--- src/rtl/fp_mul_pipe_if.sv ---
// Operand/result handshake bundle for fp_mul_pipe: valid/ready on both the operand and result sides.
// The slave modport is the multiplier's view. The master modport is the producer/consumer view.
interface fp_mul_pipe_if #(
    parameter int W = 32
);
    logic         valid_i;
    logic         ready_o;
    logic [W-1:0] a_i;
    logic [W-1:0] b_i;
    logic         valid_o;
    logic         ready_i;
    logic [W-1:0] result_o;
    logic [3:0]   flags_o;

    modport master (
        output valid_i, a_i, b_i, ready_i,
        input  ready_o, valid_o, result_o, flags_o
    );

    modport slave (
        input  valid_i, a_i, b_i, ready_i,
        output ready_o, valid_o, result_o, flags_o
    );
endinterface

--- src/rtl/fp_mul_pipe.sv ---
// Pipelined parametrised floating-point multiplier with valid/ready backpressure, FTZ and saturation.
// Optional macro FP_MUL_RNE_EN selects round-to-nearest-even; without it results are truncated.
module fp_mul_pipe #(
    parameter int EXP_W      = 8,
    parameter int MAN_W      = 23,
    parameter int MUL_STAGES = 2
) (
    input  logic         clk_i,
    input  logic         rstn_i,
    fp_mul_pipe_if.slave bus
);
    localparam int MW = MAN_W + 1;
    localparam int PW = 2 * MW;
    localparam int SW = EXP_W + 2;
    localparam int RW = 1 + EXP_W + MAN_W;

    localparam logic signed [SW-1:0] BIAS_S    = SW'((2 ** (EXP_W - 1)) - 1);
    localparam logic signed [SW-1:0] EMAX_S    = SW'((2 ** EXP_W) - 1);
    localparam logic signed [SW-1:0] ONE_S     = SW'(1);
    localparam logic signed [SW-1:0] ZERO_S    = SW'(0);
    localparam logic [EXP_W-1:0]     EXP_ONES  = {EXP_W{1'b1}};
    localparam logic [EXP_W-1:0]     EXP_ZERO  = {EXP_W{1'b0}};
    localparam logic [MAN_W-1:0]     FRAC_ZERO = {MAN_W{1'b0}};
    localparam logic [MAN_W-1:0]     FRAC_QNAN = {1'b1, {(MAN_W-1){1'b0}}};

    // Result class is decided at unpack time and applied at pack time.
    typedef enum logic [1:0] {
        CLS_NORM = 2'd0,
        CLS_NAN  = 2'd1,
        CLS_INF  = 2'd2,
        CLS_ZERO = 2'd3
    } cls_t;

    logic            en_s;
    logic            out_valid_r;
    logic [RW-1:0]   out_result_r;
    logic [3:0]      out_flags_r;

    assign en_s         = !out_valid_r || bus.ready_i;
    assign bus.ready_o  = en_s;
    assign bus.valid_o  = out_valid_r;
    assign bus.result_o = out_result_r;
    assign bus.flags_o  = out_flags_r;

    logic             sa_s, sb_s;
    logic [EXP_W-1:0] ea_s, eb_s;
    logic [MAN_W-1:0] fa_s, fb_s;
    logic             a_zero_s, a_inf_s, a_nan_s, a_snan_s;
    logic             b_zero_s, b_inf_s, b_nan_s, b_snan_s;
    cls_t             cls_s;
    logic             inv_s;
    logic signed [SW-1:0] esum_s;

    assign {sa_s, ea_s, fa_s} = bus.a_i;
    assign {sb_s, eb_s, fb_s} = bus.b_i;

    assign a_zero_s = (ea_s == EXP_ZERO);
    assign a_inf_s  = (ea_s == EXP_ONES) && (fa_s == FRAC_ZERO);
    assign a_nan_s  = (ea_s == EXP_ONES) && (fa_s != FRAC_ZERO);
    assign a_snan_s = a_nan_s && !fa_s[MAN_W-1];
    assign b_zero_s = (eb_s == EXP_ZERO);
    assign b_inf_s  = (eb_s == EXP_ONES) && (fb_s == FRAC_ZERO);
    assign b_nan_s  = (eb_s == EXP_ONES) && (fb_s != FRAC_ZERO);
    assign b_snan_s = b_nan_s && !fb_s[MAN_W-1];

    assign esum_s = $signed({2'b00, ea_s}) + $signed({2'b00, eb_s}) - BIAS_S;

    // Special-value priority: NaN, inf*zero, inf, zero, then the normal path.
    always_comb begin
        cls_s = CLS_NORM;
        inv_s = 1'b0;
        if (a_nan_s || b_nan_s) begin
            cls_s = CLS_NAN;
            inv_s = a_snan_s || b_snan_s;
        end else if ((a_inf_s && b_zero_s) || (b_inf_s && a_zero_s)) begin
            cls_s = CLS_NAN;
            inv_s = 1'b1;
        end else if (a_inf_s || b_inf_s) begin
            cls_s = CLS_INF;
        end else if (a_zero_s || b_zero_s) begin
            cls_s = CLS_ZERO;
        end else begin
            cls_s = CLS_NORM;
        end
    end

    logic                 u_valid_r;
    logic                 u_sign_r;
    logic signed [SW-1:0] u_esum_r;
    cls_t                 u_cls_r;
    logic                 u_inv_r;
    logic [MAN_W-1:0]     u_fa_r;
    logic [MAN_W-1:0]     u_fb_r;

    always_ff @(posedge clk_i or negedge rstn_i) begin
        if (!rstn_i) begin
            u_valid_r <= 1'b0;
            u_sign_r  <= 1'b0;
            u_esum_r  <= ZERO_S;
            u_cls_r   <= CLS_NORM;
            u_inv_r   <= 1'b0;
            u_fa_r    <= FRAC_ZERO;
            u_fb_r    <= FRAC_ZERO;
        end else if (en_s) begin
            u_valid_r <= bus.valid_i;
            if (bus.valid_i) begin
                u_sign_r <= sa_s ^ sb_s;
                u_esum_r <= esum_s;
                u_cls_r  <= cls_s;
                u_inv_r  <= inv_s;
                u_fa_r   <= fa_s;
                u_fb_r   <= fb_s;
            end
        end
    end

    logic                 m_valid_r [MUL_STAGES];
    logic                 m_sign_r  [MUL_STAGES];
    logic signed [SW-1:0] m_esum_r  [MUL_STAGES];
    cls_t                 m_cls_r   [MUL_STAGES];
    logic                 m_inv_r   [MUL_STAGES];
    logic [PW-1:0]        m_prod_r  [MUL_STAGES];

    // Mantissa product is formed into the first stage; later stages only delay it.
    always_ff @(posedge clk_i or negedge rstn_i) begin
        if (!rstn_i) begin
            for (int i = 0; i < MUL_STAGES; i++) begin
                m_valid_r[i] <= 1'b0;
                m_sign_r[i]  <= 1'b0;
                m_esum_r[i]  <= ZERO_S;
                m_cls_r[i]   <= CLS_NORM;
                m_inv_r[i]   <= 1'b0;
                m_prod_r[i]  <= {PW{1'b0}};
            end
        end else if (en_s) begin
            m_valid_r[0] <= u_valid_r;
            m_sign_r[0]  <= u_sign_r;
            m_esum_r[0]  <= u_esum_r;
            m_cls_r[0]   <= u_cls_r;
            m_inv_r[0]   <= u_inv_r;
            m_prod_r[0]  <= PW'({1'b1, u_fa_r}) * PW'({1'b1, u_fb_r});
            for (int i = 1; i < MUL_STAGES; i++) begin
                m_valid_r[i] <= m_valid_r[i-1];
                m_sign_r[i]  <= m_sign_r[i-1];
                m_esum_r[i]  <= m_esum_r[i-1];
                m_cls_r[i]   <= m_cls_r[i-1];
                m_inv_r[i]   <= m_inv_r[i-1];
                m_prod_r[i]  <= m_prod_r[i-1];
            end
        end
    end

    logic [PW-1:0] p_s;
    logic [PW-2:0] pn_s;
    logic          top_s;
    logic signed [SW-1:0] e_norm_s;

    // Product lies in [1,4): one-bit normalisation drops the leading one.
    assign p_s      = m_prod_r[MUL_STAGES-1];
    assign top_s    = p_s[PW-1];
    assign pn_s     = top_s ? p_s[PW-2:0] : {p_s[PW-3:0], 1'b0};
    assign e_norm_s = top_s ? (m_esum_r[MUL_STAGES-1] + ONE_S) : m_esum_r[MUL_STAGES-1];

    logic                 n_valid_r;
    logic                 n_sign_r;
    logic signed [SW-1:0] n_e_r;
    cls_t                 n_cls_r;
    logic                 n_inv_r;
    logic [MAN_W-1:0]     n_frac_r;
    logic                 n_guard_r;
    logic                 n_sticky_r;

    always_ff @(posedge clk_i or negedge rstn_i) begin
        if (!rstn_i) begin
            n_valid_r  <= 1'b0;
            n_sign_r   <= 1'b0;
            n_e_r      <= ZERO_S;
            n_cls_r    <= CLS_NORM;
            n_inv_r    <= 1'b0;
            n_frac_r   <= FRAC_ZERO;
            n_guard_r  <= 1'b0;
            n_sticky_r <= 1'b0;
        end else if (en_s) begin
            n_valid_r  <= m_valid_r[MUL_STAGES-1];
            n_sign_r   <= m_sign_r[MUL_STAGES-1];
            n_e_r      <= e_norm_s;
            n_cls_r    <= m_cls_r[MUL_STAGES-1];
            n_inv_r    <= m_inv_r[MUL_STAGES-1];
            n_frac_r   <= pn_s[PW-2 -: MAN_W];
            n_guard_r  <= pn_s[MAN_W];
            n_sticky_r <= |pn_s[MAN_W-1:0];
        end
    end

    logic signed [SW-1:0] e_rnd_s;
    logic [MAN_W-1:0]     frac_rnd_s;

`ifdef FP_MUL_RNE_EN
    logic             inc_s;
    logic [MAN_W:0]   frac_sum_s;

    // A carry out of the fraction leaves it all-zero and bumps the exponent.
    assign inc_s      = n_guard_r && (n_sticky_r || n_frac_r[0]);
    assign frac_sum_s = {1'b0, n_frac_r} + {{MAN_W{1'b0}}, inc_s};
    assign frac_rnd_s = frac_sum_s[MAN_W-1:0];
    assign e_rnd_s    = frac_sum_s[MAN_W] ? (n_e_r + ONE_S) : n_e_r;
`else
    assign frac_rnd_s = n_frac_r;
    assign e_rnd_s    = n_e_r;
`endif

    logic [RW-1:0] res_s;
    logic [3:0]    flg_s;

    // Pack the result and exception flags {invalid, overflow, underflow, inexact}.
    always_comb begin
        res_s = {RW{1'b0}};
        flg_s = 4'b0000;
        case (n_cls_r)
            CLS_NAN: begin
                res_s = {1'b0, EXP_ONES, FRAC_QNAN};
                flg_s = {n_inv_r, 3'b000};
            end
            CLS_INF: begin
                res_s = {n_sign_r, EXP_ONES, FRAC_ZERO};
                flg_s = 4'b0000;
            end
            CLS_ZERO: begin
                res_s = {n_sign_r, EXP_ZERO, FRAC_ZERO};
                flg_s = 4'b0000;
            end
            CLS_NORM: begin
                if (e_rnd_s >= EMAX_S) begin
                    res_s = {n_sign_r, EXP_ONES, FRAC_ZERO};
                    flg_s = 4'b0101;
                end else if (e_rnd_s <= ZERO_S) begin
                    res_s = {n_sign_r, EXP_ZERO, FRAC_ZERO};
                    flg_s = 4'b0011;
                end else begin
                    res_s = {n_sign_r, e_rnd_s[EXP_W-1:0], frac_rnd_s};
                    flg_s = {3'b000, n_guard_r || n_sticky_r};
                end
            end
            default: begin
                res_s = {RW{1'b0}};
                flg_s = 4'b0000;
            end
        endcase
    end

    always_ff @(posedge clk_i or negedge rstn_i) begin
        if (!rstn_i) begin
            out_valid_r  <= 1'b0;
            out_result_r <= {RW{1'b0}};
            out_flags_r  <= 4'b0000;
        end else if (en_s) begin
            out_valid_r <= n_valid_r;
            if (n_valid_r) begin
                out_result_r <= res_s;
                out_flags_r  <= flg_s;
            end
        end
    end
endmodule

--- src/flat_wrapper.sv ---
// flat-port wrapper written by rule: the top's interface ports become plain ports
module fp_mul_pipe_flat 
#(
    parameter int EXP_W      = 8,
    parameter int MAN_W      = 23,
    parameter int MUL_STAGES = 2
)
  (clk_i, rstn_i, bus_valid_i, bus_a_i, bus_b_i, bus_ready_i, bus_ready_o, bus_valid_o, bus_result_o, bus_flags_o);
  fp_mul_pipe_if #(.W(32)) bus_i ();
  input  logic clk_i;
  input  logic rstn_i;
  input wire logic [$bits(bus_i.valid_i)-1:0] bus_valid_i;
  input wire logic [$bits(bus_i.a_i)-1:0] bus_a_i;
  input wire logic [$bits(bus_i.b_i)-1:0] bus_b_i;
  input wire logic [$bits(bus_i.ready_i)-1:0] bus_ready_i;
  output wire logic [$bits(bus_i.ready_o)-1:0] bus_ready_o;
  output wire logic [$bits(bus_i.valid_o)-1:0] bus_valid_o;
  output wire logic [$bits(bus_i.result_o)-1:0] bus_result_o;
  output wire logic [$bits(bus_i.flags_o)-1:0] bus_flags_o;
  assign bus_i.valid_i = bus_valid_i;
  assign bus_i.a_i = bus_a_i;
  assign bus_i.b_i = bus_b_i;
  assign bus_i.ready_i = bus_ready_i;
  assign bus_ready_o = bus_i.ready_o;
  assign bus_valid_o = bus_i.valid_o;
  assign bus_result_o = bus_i.result_o;
  assign bus_flags_o = bus_i.flags_o;
  fp_mul_pipe #(.EXP_W(EXP_W), .MAN_W(MAN_W), .MUL_STAGES(MUL_STAGES)) u_core (.clk_i(clk_i), .rstn_i(rstn_i), .bus(bus_i));
endmodule
--- config.mk ---
export PLATFORM = sky130hd
export DESIGN_NAME = fp_mul_pipe_flat
export DESIGN_NICKNAME = d
export VERILOG_FILES = /design/src/rtl/fp_mul_pipe_if.sv /design/src/rtl/fp_mul_pipe.sv /design/src/flat_wrapper.sv
export SDC_FILE = /design/constraint.sdc
export NUM_CORES = 2
export LEC_CHECK = 0
export ABC_AREA = 1
export CELL_PAD_IN_SITES_DETAIL_PLACEMENT = 0
export CELL_PAD_IN_SITES_GLOBAL_PLACEMENT = 2
export CORE_MARGIN = 2
export CORE_UTILIZATION = 39
export CTS_BUF_LIST = sky130_fd_sc_hd__clkbuf_2 sky130_fd_sc_hd__clkbuf_4 sky130_fd_sc_hd__clkbuf_8
export DETAILED_ROUTE_END_ITERATION = 6
export PLACE_DENSITY = 0.92
export SLEW_MARGIN = 30
export SYNTH_ARGS = -nofsm -noshare
export SYNTH_HDL_FRONTEND = slang
export SYNTH_SLANG_ARGS = --single-unit
--- constraint.sdc ---
create_clock -name clk_i -period 7.3 [get_ports clk_i]
set_clock_uncertainty 0.05 [all_clocks]
set_input_delay 1.46 -clock clk_i [delete_from_list [all_inputs] [get_ports clk_i]]
set_output_delay 1.46 -clock clk_i [all_outputs]
set_load 0.03 [all_outputs]
Word-level counts from Yosys, hierarchy flattened
Cells that the tools add are included.
{"block": "totals", "regBits": 264, "word_cells": 85}
{"block": "op_classes", "bitwise": 1, "addsub": 3, "n_eq_ne": 5, "order_cmp": 2, "reduce_logical": 29, "mux": 14, "mul": 1}
{"operator": "$pmux 32 s4", "count": 1}
{"operator": "$mux 31", "count": 2}
{"operator": "$mul 24x24->48", "count": 1}
{"operator": "$mux 47", "count": 1}
{"operator": "$logic_not 23->1", "count": 2}
{"operator": "$reduce_bool 23->1", "count": 2}
{"operator": "$reduce_or 23->1", "count": 1}
{"operator": "$eq 8x8->1 const B", "count": 2}
{"operator": "$logic_not 8->1", "count": 2}
{"operator": "$pmux 4 s3", "count": 1}
{"operator": "$add 10x2->10 const B", "count": 1}
{"operator": "$ge 10x9->1 const B", "count": 1}
{"operator": "$le 10x1->1 const B", "count": 1}
{"operator": "$mux 10", "count": 1}
{"operator": "$mux 2", "count": 5}
{"operator": "$sub 10x8->10 const B", "count": 1}
{"operator": "$add 8x8->9", "count": 1}
{"operator": "$logic_and 1x1->1", "count": 8}
{"operator": "$logic_or 1x1->1", "count": 7}
{"operator": "$eq 2x2->1 const B", "count": 2}
{"operator": "$mux 4", "count": 1}
{"operator": "$reduce_and 2->1", "count": 2}
{"operator": "$logic_not 1->1", "count": 3}
{"operator": "$eq 2x1->1 const B", "count": 1}
{"operator": "other kinds (4)", "count": 5}

Depth between registers and ports, before layout
{"block": "depth", "word_depth": 6, "depth_mapped": 31}

Worst setup path before layout
OpenSTA, ideal clock, no wires.
{"block": "synth_timing", "path_kind": "register -> register", "startpoint": "register u_core.u_fb_r[3]", "endpoint": "register u_core.m_prod_r[74] in the netlist's numbering", "slack_ps": 1295, "period_less_slack_ps": 6005, "arrival_ps": 5824, "setup_time_ps": 131, "stages_incl_launch_ff": 30, "cell_sequence": "dfrtp_1 > clkbuf_1 > clkbuf_1 > nand2_1 > fa_1 > inv_1 > fa_1 > inv_1 > fa_1 > inv_1 > fa_1 > inv_1 > fa_1 > inv_1 > fa_1 > inv_1 > fa_1 > inv_1 > ha_1 > nand2_1 > inv_1 > nand2_1 > nand2_1 > inv_1 > nand2_1 > nand2_1 > nand3_2 > or2_1 > nand3_1 > o21ai_0"}
{"block": "synth_via", "elab_chain_cells": 1}
{"item": "from (decl)", "line": "fp_mul_pipe.sv:93", "text": "logic [MAN_W-1:0] u_fb_r;"}
{"item": "from (signal assigned)", "line": "fp_mul_pipe.sv:112", "text": "u_fb_r <= fb_s;"}
{"item": "$mul 24x24->48", "line": "fp_mul_pipe.sv:141", "text": "m_prod_r[0] <= PW'({1'b1, u_fa_r}) * PW'({1'b1, u_fb_r});"}
{"item": "to (signal, indexed assignment)", "line": "fp_mul_pipe.sv:133", "text": "m_prod_r[i] <= {PW{1'b0}};"}
{"item": "to (signal, indexed assignment)", "line": "fp_mul_pipe.sv:148", "text": "m_prod_r[i] <= m_prod_r[i-1];"}
{"item": "to (decl)", "line": "fp_mul_pipe.sv:122", "text": "logic [PW-1:0] m_prod_r [MUL_STAGES];"}
Every way passes these cells.
A chain may end at the register's enable or synchronous reset.

Worst setup path in the final report
{"block": "layout_timing", "startpoint": "register u_core.u_fb_r[1]", "endpoint": "register u_core.m_prod_r[74] in the netlist's numbering"}
The elaborated chain is that of the path after synthesis.

==> reports/qor.txt <==
Run status -> finished clean
Bufs on Longest Clock Path -> 3
Critical path capture point type -> register
Total die area -> 83500 um2
Ports placed on the boundary -> 106
DRT antenna net count -> 0
Die span in x -> 289 um
Top cell by count, worst path -> sky130_fd_sc_hd__fa_1
Fraction of the yosys area taken by sequential cells -> 0.208
Detailed Place HPWL -> 69.9 mm
FILL cells -> 8177
Clock transition at path regs -> 70 ps
Final Util -> 0.438
Fraction of met3 tracks used by global routing -> 0.0317
Number of unique standard cell types used by synthesis -> 42
Final-report max-slew violation count -> 0
Clock buffers created by TritonCTS -> 49
Worst-margin pin slew -> 913 ps
Final cell count without fillers -> 5294
Met2 usage -> 0.351
Required time of the worst setup path -> 7750 ps
Number of warnings reported in the yosys synthesis log -> 0
Post-Syn Area -> 31700 um2
Worst path slowest cell -> sky130_fd_sc_hd__dfrtp_1
Vertical extent of the die -> 289 um
Primary flip-flop cell chosen by synthesis mapping -> sky130_fd_sc_hd__dfrtp_1
Fraction of post-synthesis cell area in the top cell type by area -> 0.305
Setup repair after global routing missed its margin -> false
Starting density of the core -> 0.393
CP startpoint kind -> register
Total DRC errors in the routed layout -> 0
Total Routing Usage GR -> 0.214
Via count of the first global-routing pass -> 25679
Dominant cells by area after synthesis -> sky130_fd_sc_hd__fa_1 (31%), sky130_fd_sc_hd__dfrtp_1 (21%), sky130_fd_sc_hd__nand2_1 (14%), sky130_fd_sc_hd__inv_1 (14%), sky130_fd_sc_hd__ha_1 (7.2%)
Placeable core area -> 80500 um2
Slew headroom -> 0.392
NumNets Final -> 4934
Number of instances in the placed design -> 5208
Flops & latches, synth -> 264
Maximum number of pins on one net before global-route repair -> 110
Routability congestion estimate -> 0.871
Synthesized netlist net count -> 4858
Overall routed net length -> 85.4 mm
Setup fix buffers added after clock tree synthesis -> 0
Num rows -> 104
Fraction of layout cells with a size suffix above 1 -> 0.0624
Synth Area per Inst -> 7.68 um2
Instance count of the mapped netlist -> 4124
Setup-failing EPs final -> 0
Hold_buf cts -> 0
Sequence of cells on the critical path -> nand2_1 -> fa_1 -> inv_1 -> fa_1 -> inv_1 -> fa_1 -> fa_1 -> inv_1 -> fa_1 -> fa_1 -> inv_1 -> fa_1 -> inv_1 -> ha_1 -> nand2_2 -> inv_1 -> nand2_1 -> nand2_1 -> a21oi_1 -> nand3_2 -> or2_1 -> nand3_1 -> o21ai_0
DR vias -> 24422
Layer with the highest usage -> met2
First-pass iteration count of the detailed router -> 5
Count of endpoints failing hold in the final timing report -> 0
Antenna violations before repair -> 2
TritonCTS clock tree -> yes
Overflow left after global routing -> 0
Area delta synth->final -> 11.3%
Setup TNS -> 0 ps
FMAX -> 149 MHz
Met1 Usage GRT -> 0.295
Tcrit/Tclk final -> 0.920
Start-to-end type of the worst setup path -> register to register
Share of flip-flops with an asynchronous set or reset -> 1.00
Via density per instance -> 4.61
Crit path time final -> 6710 ps
Total number of H-tree levels -> 2
Wire length per cell -> 16.1 um
Largest stage delay on the critical path -> 860 ps
Highest net fanout along the worst path -> 16
Type of the most critical hold path -> register to register
Worst skew pair latency -> 650 ps
Global-route wire length before repair -> 140 mm
Endpoint arrival time on the critical path -> 7160 ps
Clock sink count -> 264
Largest area contributor in the netlist -> sky130_fd_sc_hd__fa_1
Clock root buffer master -> sky130_fd_sc_hd__clkbuf_8
Number of enable-type register cells in the synthesized netlist -> 0
Port Buffer Count -> 105
DR iter-0 viols -> 1387
Number of maximum-capacitance violations -> 0
Number of cells upsized or downsized after cts -> 0
## cell usage after synthesis (9+ instances only)
cell type,instances
sky130_fd_sc_hd__a21oi_1,87
sky130_fd_sc_hd__nor2_1,88
sky130_fd_sc_hd__nand2_2,22
sky130_fd_sc_hd__dfrtp_1,264
sky130_fd_sc_hd__buf_2,25
sky130_fd_sc_hd__fa_1,483
sky130_fd_sc_hd__nor3_1,10
sky130_fd_sc_hd__nand3_2,10
sky130_fd_sc_hd__nand4_1,28
sky130_fd_sc_hd__nand3b_1,9
sky130_fd_sc_hd__nor2_2,26
sky130_fd_sc_hd__inv_2,11
sky130_fd_sc_hd__nand2_1,1190
sky130_fd_sc_hd__nand3_1,88
sky130_fd_sc_hd__o21ai_0,197
sky130_fd_sc_hd__inv_1,1171
sky130_fd_sc_hd__o21ai_1,18
sky130_fd_sc_hd__ha_1,183
sky130_fd_sc_hd__xnor2_1,12
sky130_fd_sc_hd__clkbuf_1,138
## metrics by stage
step	worst slack, ps	area, um2	hold slack [ps]
floorplan	1300	31700	382
global placement	567	34100	403
detailed placement	474	34100	401
CTS	514	35200	401
global route	226	35300	438
finish	588	35300	415
## metal layers
metal | up-vias | routed length (um)
li1 | 11986 | -
met1 | 11808 | 39300
met2 | 512 | 39400
met3 | 116 | 4310
met4 | 0 | 2430
met5 | - | 0
## worst max-delay path, delay by kind of cell (launching register included)
| family | cells | cell delay (ps) |
|---|---|---|
| adders and majority gates | 8 | 3950 |
| and+or+nand+nor | 7 | 1050 |
| DFF | 1 | 860 |
| AOI/OAI and AO/OA | 2 | 310 |
| buffers and inverters | 6 | 310 |
## state kept, by name, indices dropped and copies added, names as in the netlist, 10 cells and up
register,cells
u_core.m_prod_r,48
u_core.u_fb_r,23
u_core.bus.result_o,32
u_core.p_s,48
u_core.e_rnd_s,10
u_core.u_fa_r,23
u_core.u_esum_r,10
u_core.m_esum_r,20
u_core.frac_rnd_s,23
## area by class of cell
class,count,area (um2),area share
inverters,1183,4450,0.126
well taps,1060,1330,0.0376
repair buffers,192,1750,0.0496
clock inverters,12,243,0.00688
diodes,1,2.50,0.0000709
multi-input cells,2510,20000,0.567
clock buffers,72,916,0.0260
flip-flops and latches,264,6610,0.187
## kinds of logic after synthesis
family                   synth area share
buffers and inverters               0.161
XOR/XNOR                          0.00525
flip-flops                          0.208
AO/OA/AOI/OAI                      0.0531
AND/OR/NAND/NOR                     0.195
adder cells (fa/ha/maj)             0.377
## placed cells by master (no fill, tap or decap), drive strengths merged, types with 90 or more instances in the layout
master         Yosys  layout
fa               483     483
inv             1182    1184
clkdlybuf4s50      0     104
ha               183     183
a21oi             90      90
nand3             98      98
nor2             120     120
nand2           1212    1212
dfrtp            264     264
o21ai            215     215
## final timing paths
path                                      from                 endpoint  slack, ps  cells after the start
max                           u_core.u_fb_r[1]      u_core.m_prod_r[74]        590                     23
min reg2reg                u_core.m_prod_r[69]           u_core.p_s[21]        410                      2
min in group asynchronous               rstn_i  u_core.bus.result_o[29]        760                      1
min                        u_core.m_prod_r[69]           u_core.p_s[21]        410                      2
max reg2reg                   u_core.u_fb_r[1]      u_core.m_prod_r[74]        590                     23
max in group asynchronous               rstn_i      u_core.m_prod_r[80]       5220                      3
Power is not shown: default switching activity piles up to over one toggle a cycle in this logic, so the estimate is an artifact.
